--- config.mk ---
export PLATFORM = sky130hd
export DESIGN_NAME = lucid64_obi_arbiter
export DESIGN_NICKNAME = d
export VERILOG_FILES = /design/src/rtl/lucid64_pkg.sv /design/src/rtl/lucid64_outst_fifo.sv /design/src/rtl/lucid64_obi_arbiter.sv
export SDC_FILE = /design/constraint.sdc
export NUM_CORES = 1
export LEC_CHECK = 0
export CELL_PAD_IN_SITES_DETAIL_PLACEMENT = 1
export CELL_PAD_IN_SITES_GLOBAL_PLACEMENT = 1
export CORE_AREA = 2 2 159 161
export CTS_BUF_LIST = sky130_fd_sc_hd__clkbuf_8
export CTS_CLUSTER_SIZE = 8
export DETAILED_ROUTE_END_ITERATION = 12
export DIE_AREA = 0 0 161 163
export GPL_ROUTABILITY_DRIVEN = 0
export MAX_ROUTING_LAYER = met4
export PLACE_DENSITY_LB_ADDON = 0.1
export SLEW_MARGIN = 20
export SYNTH_ARGS = -nofsm -noshare
export SYNTH_HDL_FRONTEND = slang
export SYNTH_SLANG_ARGS = --single-unit
--- constraint.sdc ---
create_clock -name clock -period 1.9 [get_ports clock]
set_clock_uncertainty 0.1 [all_clocks]
set_input_delay 0.19 -clock clock [delete_from_list [all_inputs] [get_ports clock]]
set_output_delay 0.19 -clock clock [all_outputs]
set_load 0.01 [all_outputs]
--- src/rtl/lucid64_pkg.sv ---
// Shared types for the Lucid64 memory-side blocks.
// Requester ids, arbiter states and the outstanding-tracker entry.
package lucid64_pkg;

   localparam int ADDRESS_WD = 32;

   typedef enum logic {
      SRC_IMEM = 1'b0,
      SRC_DMEM = 1'b1
   } src_e;

   typedef enum logic {
      ARB_IDLE   = 1'b0,
      ARB_LOCKED = 1'b1
   } arb_state_e;

   typedef struct packed {
      src_e src;
      logic addr2;
   } trk_entry_t;

   localparam int TRK_W = $bits(trk_entry_t);

endpackage

--- src/rtl/lucid64_outst_fifo.sv ---
// In-order FIFO tracking outstanding bus transactions.
// Count is held separately from the pointers so full/empty never alias.
module lucid64_outst_fifo #(
   parameter  int DEPTH = 2,
   parameter  int WIDTH = 2,
   localparam int CW    = $clog2(DEPTH + 1)
) (
   input  logic             clock,
   input  logic             reset,
   input  logic             push,
   input  logic [WIDTH-1:0] push_data,
   input  logic             pop,
   output logic [WIDTH-1:0] head,
   output logic [CW-1:0]    count,
   output logic             empty
);

   localparam int PW = (DEPTH > 1) ? $clog2(DEPTH) : 1;

   logic [WIDTH-1:0] mem_q [DEPTH];
   logic [PW-1:0]    wr_q;
   logic [PW-1:0]    rd_q;
   logic [CW-1:0]    cnt_q;
   logic             full;
   logic             do_push;
   logic             do_pop;

   function automatic logic [PW-1:0] wrap_inc(input logic [PW-1:0] p);
      return (p == PW'(DEPTH - 1)) ? '0 : p + 1'b1;
   endfunction

   assign full    = (cnt_q == CW'(DEPTH));
   assign empty   = (cnt_q == '0);
   assign do_push = push & ~full;
   assign do_pop  = pop & ~empty;
   assign head    = mem_q[rd_q];
   assign count   = cnt_q;

   always_ff @(posedge clock) begin
      if (do_push) begin
         mem_q[wr_q] <= push_data;
      end
   end

   always_ff @(posedge clock) begin
      if (reset) begin
         wr_q  <= '0;
         rd_q  <= '0;
         cnt_q <= '0;
      end else begin
         if (do_push) begin
            wr_q <= wrap_inc(wr_q);
         end
         if (do_pop) begin
            rd_q <= wrap_inc(rd_q);
         end
         if (do_push & ~do_pop) begin
            cnt_q <= cnt_q + 1'b1;
         end else if (do_pop & ~do_push) begin
            cnt_q <= cnt_q - 1'b1;
         end
      end
   end

endmodule

--- src/rtl/lucid64_obi_arbiter.sv ---
// Two-to-one OBI arbiter sharing one 64-bit port between fetch and data.
// Responses are routed in order back to the issuing requester.
module lucid64_obi_arbiter
   import lucid64_pkg::*;
#(
   parameter int VADDR     = ADDRESS_WD,
   parameter int XLEN      = 64,
   parameter int MAX_OUTST = 2
) (
   input  logic             clock,
   input  logic             reset,
   input  logic             imem_req_i,
   output logic             imem_gnt_o,
   input  logic [VADDR-1:0] imem_addr_ai,
   output logic             imem_rvalid_o,
   output logic [31:0]      imem_rdata_o,
   input  logic             dmem_req_i,
   output logic             dmem_gnt_o,
   input  logic [VADDR-1:0] dmem_addr_ai,
   input  logic             dmem_we_ai,
   input  logic [7:0]       dmem_be_ai,
   input  logic [XLEN-1:0]  dmem_wdata_ai,
   output logic             dmem_rvalid_o,
   output logic [XLEN-1:0]  dmem_rdata_o,
   output logic             bus_req_o,
   input  logic             bus_gnt_i,
   output logic [VADDR-1:0] bus_addr_o,
   output logic             bus_we_o,
   output logic [7:0]       bus_be_o,
   output logic [XLEN-1:0]  bus_wdata_o,
   input  logic             bus_rvalid_i,
   input  logic [XLEN-1:0]  bus_rdata_i,
   output logic             protocol_err_o
);

   localparam int CW = $clog2(MAX_OUTST + 1);

   arb_state_e state_q, state_d;
   src_e       lock_src_q;
   src_e       last_src_q;
   src_e       sel;
   logic       err_q;
   logic       room;
   logic       hs;
   logic       rsp;
   logic       trk_empty;
   logic [CW-1:0] trk_count;
   trk_entry_t push_e;
   trk_entry_t head_e;
   logic [TRK_W-1:0] head_raw;

   lucid64_outst_fifo #(
      .DEPTH(MAX_OUTST),
      .WIDTH(TRK_W)
   ) u_fifo (
      .clock     (clock),
      .reset     (reset),
      .push      (hs),
      .push_data (push_e),
      .pop       (rsp),
      .head      (head_raw),
      .count     (trk_count),
      .empty     (trk_empty)
   );

   assign head_e = head_raw;
   assign room   = ~reset & (trk_count < CW'(MAX_OUTST));

   // A locked choice is frozen until the bus grants it.
   always_comb begin
      sel = SRC_IMEM;
      if (state_q == ARB_LOCKED) begin
         sel = lock_src_q;
      end else if (imem_req_i & dmem_req_i) begin
         sel = (last_src_q == SRC_IMEM) ? SRC_DMEM : SRC_IMEM;
      end else if (dmem_req_i) begin
         sel = SRC_DMEM;
      end
   end

   always_comb begin
      bus_req_o   = room & ((sel == SRC_DMEM) ? dmem_req_i : imem_req_i);
      bus_addr_o  = '0;
      bus_we_o    = 1'b0;
      bus_be_o    = 8'h00;
      bus_wdata_o = '0;
      if (bus_req_o) begin
         if (sel == SRC_DMEM) begin
            bus_addr_o  = dmem_addr_ai;
            bus_we_o    = dmem_we_ai;
            bus_be_o    = dmem_be_ai;
            bus_wdata_o = dmem_wdata_ai;
         end else begin
            bus_addr_o = imem_addr_ai;
            bus_be_o   = imem_addr_ai[2] ? 8'hF0 : 8'h0F;
         end
      end
   end

   assign hs         = bus_req_o & bus_gnt_i;
   assign imem_gnt_o = hs & (sel == SRC_IMEM);
   assign dmem_gnt_o = hs & (sel == SRC_DMEM);

   always_comb begin
      push_e.src   = sel;
      push_e.addr2 = (sel == SRC_DMEM) ? dmem_addr_ai[2] : imem_addr_ai[2];
   end

   assign rsp = ~reset & bus_rvalid_i & ~trk_empty;

   always_comb begin
      imem_rvalid_o = 1'b0;
      imem_rdata_o  = '0;
      dmem_rvalid_o = 1'b0;
      dmem_rdata_o  = '0;
      if (rsp) begin
         if (head_e.src == SRC_DMEM) begin
            dmem_rvalid_o = 1'b1;
            dmem_rdata_o  = bus_rdata_i;
         end else begin
            imem_rvalid_o = 1'b1;
            imem_rdata_o  = head_e.addr2 ? bus_rdata_i[63:32]
                                         : bus_rdata_i[31:0];
         end
      end
   end

   always_comb begin
      state_d = state_q;
      unique case (state_q)
         ARB_IDLE: begin
            if (bus_req_o & ~bus_gnt_i) begin
               state_d = ARB_LOCKED;
            end
         end
         ARB_LOCKED: begin
            if (bus_gnt_i | ~bus_req_o) begin
               state_d = ARB_IDLE;
            end
         end
         default: state_d = ARB_IDLE;
      endcase
   end

   always_ff @(posedge clock) begin
      if (reset) begin
         state_q    <= ARB_IDLE;
         lock_src_q <= SRC_IMEM;
         last_src_q <= SRC_IMEM;
         err_q      <= 1'b0;
      end else begin
         state_q <= state_d;
         if ((state_q == ARB_IDLE) & (state_d == ARB_LOCKED)) begin
            lock_src_q <= sel;
         end
         if (hs) begin
            last_src_q <= sel;
         end
         if (bus_rvalid_i & trk_empty) begin
            err_q <= 1'b1;
         end
      end
   end

   assign protocol_err_o = err_q & ~reset;

endmodule

==> metrics.md <==
| Metric | Value |
|---|---|
| Largest net degree at the start of global routing | `33` |
| Largest area contributor in the netlist | `and2_1` |
| Simple-Gate Fraction of Synth Area | `55.2%` |
| EDFF count, synth | `4` |
| Clk slew on worst S/H paths | `0.06 ns` |
| Largest family of logic cells by synthesized area | `simple AND/OR/NAND/NOR gates` |
| Failing checks | `negative setup slack` |
| Full die area | `26,200 sq um` |
| Area post-placement | `7490 sq um` |
| Sw frac | `37.2%` |
| Adder-Cell Fraction of Synth Area | `0.472%` |
| Antenna violations before repair | `3` |
| P_sw | `1.22 mW` |
| Portion of netlist area occupied by mux cells | `1.56%` |
| Main synth FF type | `dfxtp_1` |
| Worst-skew pair later-pin latency | `0.24 ns` |
| IO Count | `414` |
| Clock Power Share | `7.4%` |
| CTS Root Cell | `clkbuf_8` |
| Async SR Flop Fraction | `0%` |
| Global Route Usage Sum | `15.7%` |
| DP HPWL | `15,800 um` |
| Tcrit/Tclk final | `114%` |
| Syn Nets | `646` |
| Avg Synthesized Cell Area | `6.05 sq um` |
| Post-Synth XOR/XNOR Area | `0.992%` |
| WP data arrival | `1.88 ns` |
| Max H-tree Level | `1` |
| Most common cell in the netlist | `nand2_1` |
| Post-route setup slack | `-0.274 ns` |
| Status | `finished, violations left` |
| TritonCTS clock tree | `built` |
| Share of layout cells above drive strength 1 | `56.1%` |
| Final wirelength | `23,000 um` |
| PwrDens | `371 nW/um^2` |
| Number of nets in the layout | `1,162` |
| Die W | `161 um` |
| Seq/Total Area, Yosys | `11.3%` |
| Yosys reg bits | `13` |
| Rows | `58` |
| Vias per cell | `3.92` |
| Drc violations | `0` |
| Gr ovfl total | `0` |
| Vias in the first global route | `5,451` |
| Top cell type's share of synthesized area | `30.7%` |
| Worst slew pin tran | `0.209 ns` |
| CTS Buf Count | `3` |
| Post-synth top cells | `138 x nand2_1, 130 x and2_1, 46 x a21oi_1` |
| Logic gate share of total power | `82.2%` |
| Syn Inst Count | `438` |
| Max Cap Violations | `0` |
| Post-Layout Cell Count | `1,286` |
| Critical path class | `flip-flop to primary output` |
| Clock buffer depth | `2` |
| Post-Syn Area | `2650 sq um` |
| Yosys cell types | `33` |
| Top post-synthesis cells by area | `and2_1 31%, nand2_1 20%, a21oi_2 9.6%` |
| Fmax | `0.460 GHz` |
| Share of power burned in registers | `10.4%` |
| Critical path capture point type | `primary output` |
| Rel. slew slack | `86.0%` |
| Initial DRC Count | `83` |
| Routed len/inst | `17.8 um` |
| DR vias | `5,047` |
| Placed cell count | `1,189` |
| Final-report hold violation count | `0` |
| Startpoint Class | `flip-flop` |
| Peak supply drop | `184 uV` |
| Setup Viol. Count Final | `207` |
| Final Cell Area | `8870 sq um` |
| Final min period | `2.17 ns` |
| P_leak | `4.18 nW` |
| Synth-to-layout area growth | `235%` |
| Synth warn | `0` |
| Clock sink total | `13` |
| Drt pass-1 iters | `4` |
| Area of the core | `24,700 sq um` |
| Die height | `163 um` |
| HP Class | `input port to flip-flop` |
| Initial core utilization | `10.7%` |
| Slew Limit Fails | `0` |
| Port Buf Inserts | `413` |
| Int Power | `2.06 mW` |
| Unrepaired setup endpoints after global routing | `yes` |
| Compound-Gate Fraction of Synth Area | `20.2%` |
| Worst path required time | `1.61 ns` |
| Worst-path fanout max | `5` |
| Final ANT Viol Nets | `0` |
| First-pass GRT wire length | `31,300 um` |
[stage by stage]
step / TNS (ns) / hold WS [ns] / power (mW) / util, % / setup WS, ns
after detailed placement: -127.96 / 0.354 / 2.27 / 30.3 / -0.697
after floorplan: 0 / 0.162 / 1.02 / - / 0.0412
final: -29.30 / 0.228 / 3.29 / 35.9 / -0.274
after CTS: -39.61 / 0.231 / 2.95 / 32.8 / -0.308
after global placement: -125.34 / 0.359 / 2.24 / 30.3 / -0.671
after global routing: -44.51 / 0.241 / 3.50 / 35.9 / -0.356
[sequential cells by signal, summed over array words and instances (netlist names), named ones only]
register      cells
last_src_q        1
lock_src_q        1
err_q             1
u_fifo.wr_q       1
u_fifo.count      2
u_fifo.rd_q       1
u_fifo.mem_q      4
state_q           1
[final cells by class]
type | count | area (sq um)
fill | 2937 | 15800
antenna | 3 | 7.51
multi-input combinational | 383 | 2700
inverter | 4 | 27.5
clock inverter | 1 | 3.75
clock buffer | 3 | 41.3
tap | 330 | 413
sequential | 13 | 309
timing repair buffer | 549 | 5370
[critical path: stages, from the launching register on]
cell       delay [ns]
dfxtp_2          0.34
nor2_2           0.04
or3b_4           0.38
buf_6            0.13
nor2_4           0.16
buf_6            0.18
clkbuf_16        0.15
and2_1           0.12
buf_2            0.13
[kinds of logic (layout without fill, tap and decap cells)]
| group | count (synthesis) | count (layout) |
|---|---|---|
| compound gates | 83 | 83 |
| xor+xnor | 3 | 3 |
| fa+ha+maj | 1 | 1 |
| buf+inv | 43 | 557 |
| flops | 13 | 13 |
| mux | 4 | 4 |
| other cells | 0 | 3 |
| simple gates | 291 | 292 |
[worst paths after layout]
| path | from | endpoint | slack (ns) | cells after the start |
|---|---|---|---|---|
| setup / recovery | u_fifo.count[1] | dmem_rdata_o[31] | -0.27 | 8 |
| setup reg to reg | u_fifo.count[1] | u_fifo.count[1] | -0.08 | 9 |
| hold / removal | bus_rvalid_i | err_q | 0.23 | 3 |
| hold reg to reg | err_q | err_q | 0.37 | 2 |
[per-layer routing]
| metal | track usage (%) | vias up | wire length [um] |
|---|---|---|---|
| met5 | - | - | 0 |
| met2 | 30.3 | 242 | 12600 |
| li1 | - | 2431 | - |
| met3 | 4.25 | 24 | 1760 |
| met4 | 3.17 | 0 | 400 |
| met1 | 16.0 | 2350 | 8190 |
[power groups by stage]
stage / Clock, mW / Combinational [mW] / Sequential [mW]
2_1_floorplan: 0 / 0.675 / 0.342
3_3_place_gp: 0 / 1.90 / 0.342
3_5_place_dp: 0 / 1.93 / 0.345
4_1_cts: 0.252 / 2.35 / 0.344
5_1_grt: 0.267 / 2.89 / 0.347
6_report: 0.242 / 2.70 / 0.343
[timing repair]
item / in CTS / in global routing
cloned: 16 / 8
pin swaps: 44 / 59
hold buffers: 0 / 0
gates resized for setup: 909 / 266
buffers inserted: 41 / 37
endpoints found under the setup margin: 211 / 210
[cell usage in the layout, fill, tap and decap left out, drive strengths merged, types with 3 or more instances in the layout]
master / Yosys / final
buf: 27 / 330
clkdlybuf4s50: 0 / 203
nand2: 138 / 138
and2: 130 / 130
a21oi: 75 / 75
clkbuf: 12 / 11
nor2: 9 / 9
dfxtp: 9 / 9
nand2b: 5 / 6
inv: 3 / 4
dlygate4sd2: 0 / 4
edfxtp: 4 / 4
o21ai: 4 / 4
clkdlybuf4s15: 0 / 4
nor3: 4 / 4
diode: 0 / 3
xor2: 3 / 3
mux2i: 3 / 3
No activity file was read; power rests on OpenSTA's default activity.
